[src/rtl/p09_pkg.sv]
// Purpose : shared VGA timing constants (640x480@60 defaults), derived totals, coordinate types.
// Latency : n/a (declarations only).
// Backpressure: n/a.
package p09_pkg;

    localparam int COORD_W = 10;

    localparam int H_ACTIVE_DEF = 640;
    localparam int H_FP_DEF     = 16;
    localparam int H_SYNC_DEF   = 96;
    localparam int H_BP_DEF     = 48;
    localparam int H_TOTAL_DEF  = H_ACTIVE_DEF + H_FP_DEF + H_SYNC_DEF + H_BP_DEF;

    localparam int V_ACTIVE_DEF = 480;
    localparam int V_FP_DEF     = 10;
    localparam int V_SYNC_DEF   = 2;
    localparam int V_BP_DEF     = 33;
    localparam int V_TOTAL_DEF  = V_ACTIVE_DEF + V_FP_DEF + V_SYNC_DEF + V_BP_DEF;

    typedef logic [COORD_W-1:0] coord_t;
    typedef logic [5:0]         rgb_t;

    // Inclusive window test used for the sync pulse ranges.
    function automatic logic in_window(coord_t v, coord_t lo, coord_t hi);
        return (v >= lo) && (v <= hi);
    endfunction

endpackage

[src/rtl/p09_wrap_counter.sv]
// Purpose : modulo-MODULUS up counter with enable; exposes current and next value plus wrap strobe.
// Latency : count updates on the edge after en_i; nxt_o/wrap_o are combinational.
// Backpressure: none; en_i simply holds the count.
module p09_wrap_counter #(
    parameter int WIDTH   = 10,
    parameter int MODULUS = 800
) (
    input  logic             clk,
    input  logic             rst,
    input  logic             en_i,
    output logic [WIDTH-1:0] cnt_o,
    output logic [WIDTH-1:0] nxt_o,
    output logic             wrap_o
);

    // Resetting to the last value makes the first enabled edge land on 0.
    localparam logic [WIDTH-1:0] LAST = WIDTH'(MODULUS - 1);

    logic [WIDTH-1:0] cnt_q;
    logic [WIDTH-1:0] cnt_d;
    logic             at_last;

    // Next count: advance when enabled, fold back to 0 after LAST.
    always_comb begin
        at_last = (cnt_q == LAST);
        wrap_o  = en_i && at_last;
        cnt_d   = cnt_q;
        if (en_i) begin
            cnt_d = at_last ? '0 : cnt_q + WIDTH'(1);
        end
    end

    // Count register with asynchronous reset to LAST.
    always_ff @(posedge clk or posedge rst) begin
        if (rst) begin
            cnt_q <= LAST;
        end else begin
            cnt_q <= cnt_d;
        end
    end

    assign cnt_o = cnt_q;
    assign nxt_o = cnt_d;

endmodule

[src/rtl/p09_vga_timing.sv]
// Purpose : VGA raster generator: x/y counters, frame flags, active-low syncs and blanked colour.
// Latency : flags coincide with x,y; hsync_o/vsync_o/rgb_o trail x,y by exactly 1 clk.
// Backpressure: none; free-running at the pixel clock.
module p09_vga_timing
    import p09_pkg::*;
#(
    parameter int H_ACTIVE = H_ACTIVE_DEF,
    parameter int H_FP     = H_FP_DEF,
    parameter int H_SYNC   = H_SYNC_DEF,
    parameter int H_BP     = H_BP_DEF,
    parameter int V_ACTIVE = V_ACTIVE_DEF,
    parameter int V_FP     = V_FP_DEF,
    parameter int V_SYNC   = V_SYNC_DEF,
    parameter int V_BP     = V_BP_DEF
) (
    input  logic               clk,
    input  logic               rst,
    output logic [COORD_W-1:0] x,
    output logic [COORD_W-1:0] y,
    output logic               in_frame,
    output logic               line_start,
    output logic               frame_start,
    input  logic [5:0]         pix_in,
    output logic               hsync_o,
    output logic               vsync_o,
    output logic [5:0]         rgb_o
);

    localparam int H_TOTAL = H_ACTIVE + H_FP + H_SYNC + H_BP;
    localparam int V_TOTAL = V_ACTIVE + V_FP + V_SYNC + V_BP;

    localparam coord_t H_ACT_C  = coord_t'(H_ACTIVE);
    localparam coord_t V_ACT_C  = coord_t'(V_ACTIVE);
    localparam coord_t HS_FIRST = coord_t'(H_ACTIVE + H_FP);
    localparam coord_t HS_LAST  = coord_t'(H_ACTIVE + H_FP + H_SYNC - 1);
    localparam coord_t VS_FIRST = coord_t'(V_ACTIVE + V_FP);
    localparam coord_t VS_LAST  = coord_t'(V_ACTIVE + V_FP + V_SYNC - 1);

    coord_t x_cnt;
    coord_t x_nxt;
    coord_t y_cnt;
    coord_t y_nxt;
    logic   x_wrap;
    logic   y_wrap;

    // Stage 1 state: raster flags aligned with the counters.
    logic in_frame_q;
    logic in_frame_d;
    logic line_start_q;
    logic line_start_d;
    logic frame_start_q;
    logic frame_start_d;

    // Stage 2 state: display-facing signals, one clock behind x,y.
    logic hsync_q;
    logic hsync_d;
    logic vsync_q;
    logic vsync_d;
    rgb_t rgb_q;
    rgb_t rgb_d;

    p09_wrap_counter #(
        .WIDTH   (COORD_W),
        .MODULUS (H_TOTAL)
    ) u_x_cnt (
        .clk    (clk),
        .rst    (rst),
        .en_i   (1'b1),
        .cnt_o  (x_cnt),
        .nxt_o  (x_nxt),
        .wrap_o (x_wrap)
    );

    p09_wrap_counter #(
        .WIDTH   (COORD_W),
        .MODULUS (V_TOTAL)
    ) u_y_cnt (
        .clk    (clk),
        .rst    (rst),
        .en_i   (x_wrap),
        .cnt_o  (y_cnt),
        .nxt_o  (y_nxt),
        .wrap_o (y_wrap)
    );

    // Flags from next-state counts; x wrapping means next x==0, and y wrapping
    // (only possible while x wraps) means next x==0 and y==0.
    always_comb begin
        in_frame_d    = (x_nxt < H_ACT_C) && (y_nxt < V_ACT_C);
        line_start_d  = x_wrap;
        frame_start_d = y_wrap;
    end

    // Stage 1 flag registers.
    always_ff @(posedge clk or posedge rst) begin
        if (rst) begin
            in_frame_q    <= 1'b0;
            line_start_q  <= 1'b0;
            frame_start_q <= 1'b0;
        end else begin
            in_frame_q    <= in_frame_d;
            line_start_q  <= line_start_d;
            frame_start_q <= frame_start_d;
        end
    end

    // Syncs decoded from the current position; colour blanked outside the active area.
    always_comb begin
        hsync_d = ~in_window(x_cnt, HS_FIRST, HS_LAST);
        vsync_d = ~in_window(y_cnt, VS_FIRST, VS_LAST);
        rgb_d   = in_frame_q ? pix_in : '0;
    end

    // Stage 2 output registers; syncs idle high.
    always_ff @(posedge clk or posedge rst) begin
        if (rst) begin
            hsync_q <= 1'b1;
            vsync_q <= 1'b1;
            rgb_q   <= '0;
        end else begin
            hsync_q <= hsync_d;
            vsync_q <= vsync_d;
            rgb_q   <= rgb_d;
        end
    end

    assign x           = x_cnt;
    assign y           = y_cnt;
    assign in_frame    = in_frame_q;
    assign line_start  = line_start_q;
    assign frame_start = frame_start_q;
    assign hsync_o     = hsync_q;
    assign vsync_o     = vsync_q;
    assign rgb_o       = rgb_q;

endmodule

[config.mk]
export PLATFORM = sky130hd
export DESIGN_NAME = p09_vga_timing
export DESIGN_NICKNAME = d
export VERILOG_FILES = /design/src/rtl/p09_pkg.sv /design/src/rtl/p09_wrap_counter.sv /design/src/rtl/p09_vga_timing.sv
export SDC_FILE = /design/constraint.sdc
export NUM_CORES = 1
export LEC_CHECK = 0
export CAP_MARGIN = 10
export CORE_ASPECT_RATIO = 0.6
export CORE_MARGIN = 5
export CORE_UTILIZATION = 47
export CTS_BUF_LIST = sky130_fd_sc_hd__clkbuf_16
export DETAILED_ROUTE_END_ITERATION = 16
export PLACE_DENSITY = 0.75
export SLEW_MARGIN = 25
export SYNTH_ARGS = -nofsm -noshare
export SYNTH_HDL_FRONTEND = slang
export SYNTH_SLANG_ARGS = --single-unit
[constraint.sdc]
create_clock -name clk -period 2.55 [get_ports clk]
set_clock_uncertainty 0.2 [all_clocks]
set_input_delay 0.51 -clock clk [delete_from_list [all_inputs] [get_ports clk]]
set_output_delay 0.51 -clock clk [all_outputs]
set_load 0.05 [all_outputs]
==> summary.md, run 1 <==
| Metric | Value |
|---|---|
| Mapped Cells | `127` |
| Flop2flop setup slack | `0.12 ns` |
| Die X | `81.1 um` |
| Fin. max-slew vios | `0` |
| Post-Synthesis Cell Area | `0.00143 mm2` |
| Crit end category | `output port` |
| Maxcap violations | `0` |
| FP Rows | `15` |
| N_diodes | `0` |
| Peak VDD IR | `0.406 mV` |
| FF+latch area | `791 um2` |
| Hold Buf Count CTS | `0` |
| DRC | `0` |
| Root Driver | `clkbuf_16` |
| Worst Path Required | `1.84 ns` |
| Crit path max fanout | `7` |
| R2r endpoint | `in_frame` |
| Startpoint Class | `flop` |
| Cell variety after synth | `32` |
| Initial Utilization | `0.494` |
| Buf+Inv Stages, Crit Path | `2` |
| Routed vias/inst | `5.08` |
| Final Instance Area | `0.00206 mm2` |
| Inserted Clock Buffers | `5` |
| CP max stage delay | `0.80 ns` |
| GR Util met3 | `0.0704` |
| Setup Viol. Count Final | `0` |
| Hold Path Depth | `2` |
| DRT Pass-1 Iters | `4` |
| Hold/Removal Path Class | `reg -> reg` |
| Initial antenna violation count | `0` |
| Synth top area cells | `dfrtp_1 33%, dfstp_2 22%, xor2_1 6.1%` |
| Status | `finished clean` |
| Critical Path AT | `1.73 ns` |
| RSZ-0062 raised after global routing | `false` |
| IO Pins | `39` |
| Pin count of the biggest net entering global routing | `32` |
| Area Growth Syn to Fin | `44.5%` |
| HP Start | `u_y_cnt.cnt_o[3]` |
| Chip height | `52.7 um` |
| Reg-to-reg critical path startpoint | `u_x_cnt.cnt_o[7]` |
| Setup CP Type | `reg -> out` |
| GR Util met2 | `0.263` |
| Post_cts resized | `0` |
| Worst slew margin | `0.649` |
| Routability congestion estimate | `0.884` |
| Clock sink total | `31` |
| Commonest cells in the netlist | `19 x dfrtp_1, 12 x dfstp_2, 10 x nand2_1, 10 x xor2_1` |
| Hold Fails Final Rpt | `0` |
| Drt total wl | `3.21 mm` |
| NumNets Final | `190` |
| Yosys top cell area share | `0.333` |
| Vias in the first global route | `1,151` |
| Post-DP Area | `0.00190 mm2` |
| Max Buffers Root-to-Sink | `2` |
| FILL cells | `217` |
| Register bit total from synthesis | `31` |
| Multi-input combinational cell area | `602 um2` |
| Synth async-reset ratio | `1.00` |
| Die outline area | `0.00427 mm2` |
| Setup TNS | `0 ns` |
| Worst-path clk slew | `0.05 ns` |
| Crit-path leading delay family | `buffers and inverters` |
| Worst Hold End | `u_y_cnt.cnt_o[3]` |
| Post-CTS Setup Bufs | `0` |
| Main synth FF type | `dfrtp_1` |
| Clk_lat worst skew | `0.27 ns` |
| Port bufs | `38` |
| Worst r2r path cells | `6` |
| Gr ovfl total | `0` |
| Power density over the cells | `581 mW/mm2` |
| Antenna-violating nets left | `0` |
| EDFF count, synth | `0` |
| Final HPWL DP | `2.32 mm` |
| Syn. warnings | `0` |
| Most common cell in the netlist | `dfrtp_1` |
| LEAKAGE | `0.888 nW` |
| CTS tree | `done` |
| 1st-iter DRT viols | `86` |
| Worst-margin pin slew | `0.524 ns` |
| Syn Area/Cell | `11.2 um2` |
| Final min period | `2.44 ns` |
| Max Freq | `409 MHz` |
| Gr usage total | `0.173` |
| Routed vias | `1,118` |
| Mapped Nets | `140` |
| Yosys top cell by area | `dfrtp_1` |
| Proportion of layout cells with a drive suffix above 1 | `0.180` |
| First-pass GRT wire length | `5.35 mm` |
| Drt wl/cell | `14.6 um` |
| Crit share post-route | `0.958` |
| Met1 Use GR | `0.210` |
| Critical path cell sequence | `buf_4 -> clkdlybuf4s50_1` |
| Core area | `0.00289 mm2` |
| Most used routing layer | `met2` |
| CP max stage cell | `clkdlybuf4s50_1` |
| Htree depth | `2` |
| Seq/Total Area, Yosys | `0.554` |
## per-stage QoR
step	cells	hold slack (ns)	worst slack [ns]	util	power [mW]
floorplan	127	0.399	0.0548	-	0.535
global placement	212	0.298	0.274	0.656	0.559
detailed placement	212	0.308	0.199	0.656	0.560
CTS	220	0.316	0.0917	0.713	1.22
global route	220	0.363	0.0641	0.713	1.24
finish	220	0.322	0.106	0.713	1.20
## cell type report
| cell class | count | area share |
|---|---|---|
| repair buffers | 44 | 0.206 |
| clock inverters | 3 | 0.0188 |
| inverters | 7 | 0.0128 |
| flip-flops and latches | 31 | 0.384 |
| clock buffers | 5 | 0.0607 |
| multi-input cells | 88 | 0.292 |
| well taps | 42 | 0.0255 |
## registers in the layout (all words and copies together) (netlist names)
signal	cells
vsync_o	1
in_frame	1
frame_start	1
u_x_cnt.cnt_o	10
line_start	1
u_y_cnt.cnt_o	10
rgb_o	6
hsync_o	1
## worst max path at each step
stage	from	cells after the start	endpoint
3_5_place_dp	u_x_cnt.cnt_o[4]	6	in_frame
3_3_place_gp	u_x_cnt.cnt_o[4]	6	in_frame
6_report	u_x_cnt.cnt_o[4]	2	x[4]
5_1_grt	u_x_cnt.cnt_o[0]	7	in_frame
4_1_cts	u_x_cnt.cnt_o[4]	2	x[4]
2_1_floorplan	u_x_cnt.cnt_o[4]	5	in_frame
## cells in the final DEF, fill, tap and decap left out, types with 2 or more instances in the layout
cell type        Yosys  layout
a311oi_1             2       2
a21oi_1              3       3
buf_4                1       6
and2_1               9       9
inv_1                6       6
o21ai_0              2       2
xor2_1              10      10
or4_1                2       2
nor3_2               2       2
and4_1               2       2
nor3_1               3       3
dfstp_2             12      12
nand2_1             10      10
dfrtp_1             19      19
o21ai_1              2       2
nor2_1               9       9
nand3_1              6       6
nand4_1              3       3
ha_1                 5       5
clkbuf_16            0       5
xnor2_1              4       4
clkdlybuf4s50_1      0      38
and3_1               4       4
## logic make-up (layout without fill, tap and decap cells)
family / count (synthesis) / after routing / share of synthesized area
AND/OR/NAND/NOR: 57 / 57 / 0.239
flip-flops: 31 / 31 / 0.554
XOR/XNOR: 14 / 14 / 0.0860
AO/OA/AOI/OAI: 12 / 12 / 0.0535
buffers and inverters: 8 / 59 / 0.0237
adder cells (fa/ha/maj): 5 / 5 / 0.0439
## power by group
group / total, mW / internal [mW] / switching [mW]
sequential: 0.500 / 0.499 / 0.00123
clock: 0.645 / 0.454 / 0.191
combinational: 0.0519 / 0.0207 / 0.0311
total: 1.20 / 0.973 / 0.224
## metal layers
layer | part of all wire | vias up | routed length [um]
li1 | - | 533 | -
met1 | 0.45 | 529 | 1440
met2 | 0.43 | 50 | 1390
met3 | 0.098 | 6 | 313
met4 | 0.017 | 0 | 55
met5 | 0 | - | 0
## worst reg2reg max path: stages, from the launching register on
cell and delay (ns):
dfrtp_1 0.44, or4b_4 0.56, or3_4 0.43, inv_2 0.15, nor3_1 0.07, o21ba_1 0.20
a311oi_1 0.27
Note: power is estimated with default switching activity, not from simulation.
==> inputs of run 2 (changes only) <==
Settings changed: SKIP_LAST_GASP from default to 1.
==> results of run 2 <==
No change in the layout: final DEF, timing and power equal those of run 1.
==> inputs of run 3 (changes only) <==
Settings changed: CORE_ASPECT_RATIO 0.6 to default, HOLD_SLACK_MARGIN from default to 0.15.
==> summary.md, run 3 (synthesis results as in run 1) <==
| Metric | Value |
|---|---|
| Buf+Inv Stages, Crit Path | `2 (unchanged)` |
| Inserted Clock Buffers | `5 (unchanged)` |
| Post-CTS Setup Bufs | `0 (unchanged)` |
| Clock power share | `0.492 (was 0.539)` |
| Hold WS | `0.310 ns (was 0.322 ns)` |
| Worst slew margin | `0.660 (was 0.649)` |
| Die X | `65.1 um (was 81.1 um)` |
| Flop2flop setup slack | `0.17 ns (was 0.12 ns)` |
| Critical path cell sequence | `buf_4 -> clkdlybuf4s50_1 (unchanged)` |
| Drt total wl | `3.05 mm (was 3.21 mm)` |
| Peak VDD IR | `0.483 mV (was 0.406 mV)` |
| Hold Buf Count CTS | `0 (unchanged)` |
| Max Buffers Root-to-Sink | `2 (unchanged)` |
| Status | `finished clean (unchanged)` |
| CP max stage delay | `0.81 ns (was 0.80 ns)` |
| Worst-path clk slew | `0.05 ns (about the same)` |
| Drt wl/cell | `14.6 um (about the same)` |
| Final min period | `2.44 ns (about the same)` |
| Hold/Removal Path Class | `reg -> reg (unchanged)` |
| Combinational power share | `0.048 (was 0.043)` |
| Crit share post-route | `0.956 (was 0.958)` |
| DRT Pass-1 Iters | `4 (unchanged)` |
| NumNets Final | `188 (was 190)` |
| Commonest non-fill, non-tap cell in the layout | `clkdlybuf4s50_1 (unchanged)` |
| Hold Fails Final Rpt | `0 (unchanged)` |
| Clock sink total | `31 (unchanged)` |
| Initial Utilization | `0.479 (was 0.494)` |
| Final Instance Area | `0.00200 mm2 (was 0.00206 mm2)` |
| Setup Viol. Count Final | `0 (unchanged)` |
| Vias in the first global route | `1,101 (was 1,151)` |
| Routed vias/inst | `5.35 (was 5.08)` |
| LEAKAGE | `0.864 nW (was 0.888 nW)` |
| Power density over the cells | `542 mW/mm2 (was 581 mW/mm2)` |
| RSZ-0062 raised after global routing | `false (unchanged)` |
| Worst-margin pin slew | `0.508 ns (was 0.524 ns)` |
| Port bufs | `38 (unchanged)` |
| Final HPWL DP | `2.19 mm (was 2.32 mm)` |
| 1st-iter DRT viols | `29 (was 86)` |
| Cell Int Power | `0.868 mW (was 0.973 mW)` |
| Maxcap violations | `0 (unchanged)` |
| Core area | `0.00298 mm2 (was 0.00289 mm2)` |
| Reg-to-reg critical path startpoint | `u_x_cnt.cnt_o[5] (was u_x_cnt.cnt_o[7])` |
| Worst Path Required | `1.84 ns (about the same)` |
| Crit. Startpoint | `u_x_cnt.cnt_o[4] (unchanged)` |
| Chip height | `65.1 um (was 52.7 um)` |
| Critical Path AT | `1.73 ns (about the same)` |
| Crit path max fanout | `7 (unchanged)` |
| Switch share | `0.201 (was 0.187)` |
| First-pass GRT wire length | `5.23 mm (was 5.35 mm)` |
| N_diodes | `0 (unchanged)` |
| Initial antenna violation count | `0 (unchanged)` |
| Sequential power share | `0.460 (was 0.418)` |
| Critical path depth | `2 (unchanged)` |
| Worst setup path end | `x[4] (unchanged)` |
| Gr usage total | `0.163 (was 0.173)` |
| Proportion of layout cells with a drive suffix above 1 | `0.166 (was 0.180)` |
| Die outline area | `0.00424 mm2 (was 0.00427 mm2)` |
| Post-DP Area | `0.00187 mm2 (was 0.00190 mm2)` |
| IO Pins | `39 (unchanged)` |
| CTS tree | `done (unchanged)` |
| Antenna-violating nets left | `0 (unchanged)` |
| Setup CP Type | `reg -> out (unchanged)` |
| Root Driver | `clkbuf_16 (unchanged)` |
| Htree depth | `2 (unchanged)` |
| Startpoint Class | `flop (unchanged)` |
| Gr ovfl total | `0 (unchanged)` |
| Pin count of the biggest net entering global routing | `32 (unchanged)` |
| NetSw | `0.218 mW (was 0.224 mW)` |
| Crit-path leading delay family | `buffers and inverters (unchanged)` |
| Routed vias | `1,113 (was 1,118)` |
| Setup TNS | `0 ns (unchanged)` |
| Area Growth Syn to Fin | `40.5% (was 44.5%)` |
| Post_cts resized | `0 (unchanged)` |
| PnR Total Power | `1.09 mW (was 1.20 mW)` |
| Worst r2r path cells | `6 (unchanged)` |
| Fin. max-slew vios | `0 (unchanged)` |
| Most frequent cells in the layout | `38 x clkdlybuf4s50_1, 19 x dfrtp_1, 12 x dfstp_2, 10 x nand2_1, 10 x xor2_1 (unchanged)` |
| Routability congestion estimate | `0.924 (was 0.884)` |
| DRC | `0 (unchanged)` |
| Crit end category | `output port (unchanged)` |
| FILL cells | `233 (was 217)` |
| R2r endpoint | `in_frame (unchanged)` |
| Max Freq | `410 MHz (was 409 MHz)` |
| Clk_lat worst skew | `0.27 ns (about the same)` |
| CP max stage cell | `clkdlybuf4s50_1 (unchanged)` |
| FP Rows | `20 (was 15)` |
## run 3: cell count changes in the layout (fill, tap and decap cells not counted)
cell       before  now
bufinv_16       1    0
buf_4           6    4
## run 3: worst min-delay path by stage
stage	startpoint	endpoint	slack (ns)	cells after the start
after global routing	u_y_cnt.cnt_o[3]	u_y_cnt.cnt_o[3]	0.34	2
after floorplan	rst	frame_start	0.40	1
after detailed placement	u_y_cnt.cnt_o[3]	u_y_cnt.cnt_o[3]	0.30	2
final	u_y_cnt.cnt_o[3]	u_y_cnt.cnt_o[3]	0.31	2
after CTS	u_y_cnt.cnt_o[3]	u_y_cnt.cnt_o[3]	0.31	2
after global placement	u_y_cnt.cnt_o[3]	u_y_cnt.cnt_o[3]	0.29	2
## run 3: cell type report
class                           count  area, um2  share of cell area
Sequential cell                    31        791               0.395
Multi-Input combinational cell     88        602               0.300
Timing Repair Buffer               42        410               0.205
Clock buffer                        5        125              0.0624
Tap cell                           33       41.3              0.0206
Inverter                            7       26.3              0.0131
Clock inverter                      2       8.76             0.00437
## run 3: power groups by stage
stage | Sequential (mW) | Clock (mW) | Combinational [mW]
after global routing | 0.500 | 0.579 | 0.0563
after detailed placement | 0.507 | 0 | 0.0531
after CTS | 0.500 | 0.546 | 0.0535
after global placement | 0.507 | 0 | 0.0523
final | 0.500 | 0.535 | 0.0519
after floorplan | 0.525 | 0 | 0.0103
## run 3: through the flow
stage,instances,util,setup WS (ns)
after floorplan,127,-,0.0548
after global placement,201,0.628,0.243
after detailed placement,201,0.628,0.192
after CTS,208,0.673,0.103
after global routing,208,0.673,0.0546
final,208,0.673,0.112
## run 3: worst register-to-register path, cell delays in order, from the launching register on
cell and delay, ns:
dfrtp_1 0.44, or4b_4 0.57, or3_4 0.43, inv_2 0.17
nor3_1 0.08, o21ba_1 0.18, a311oi_1 0.20
## run 3: layer usage
metal  share of wire  wire, um  GRT usage
met4           0.011        33     0.0570
met3           0.081       247     0.0598
met1            0.44      1330      0.208
met2            0.47      1430      0.257
met5               0         0          0
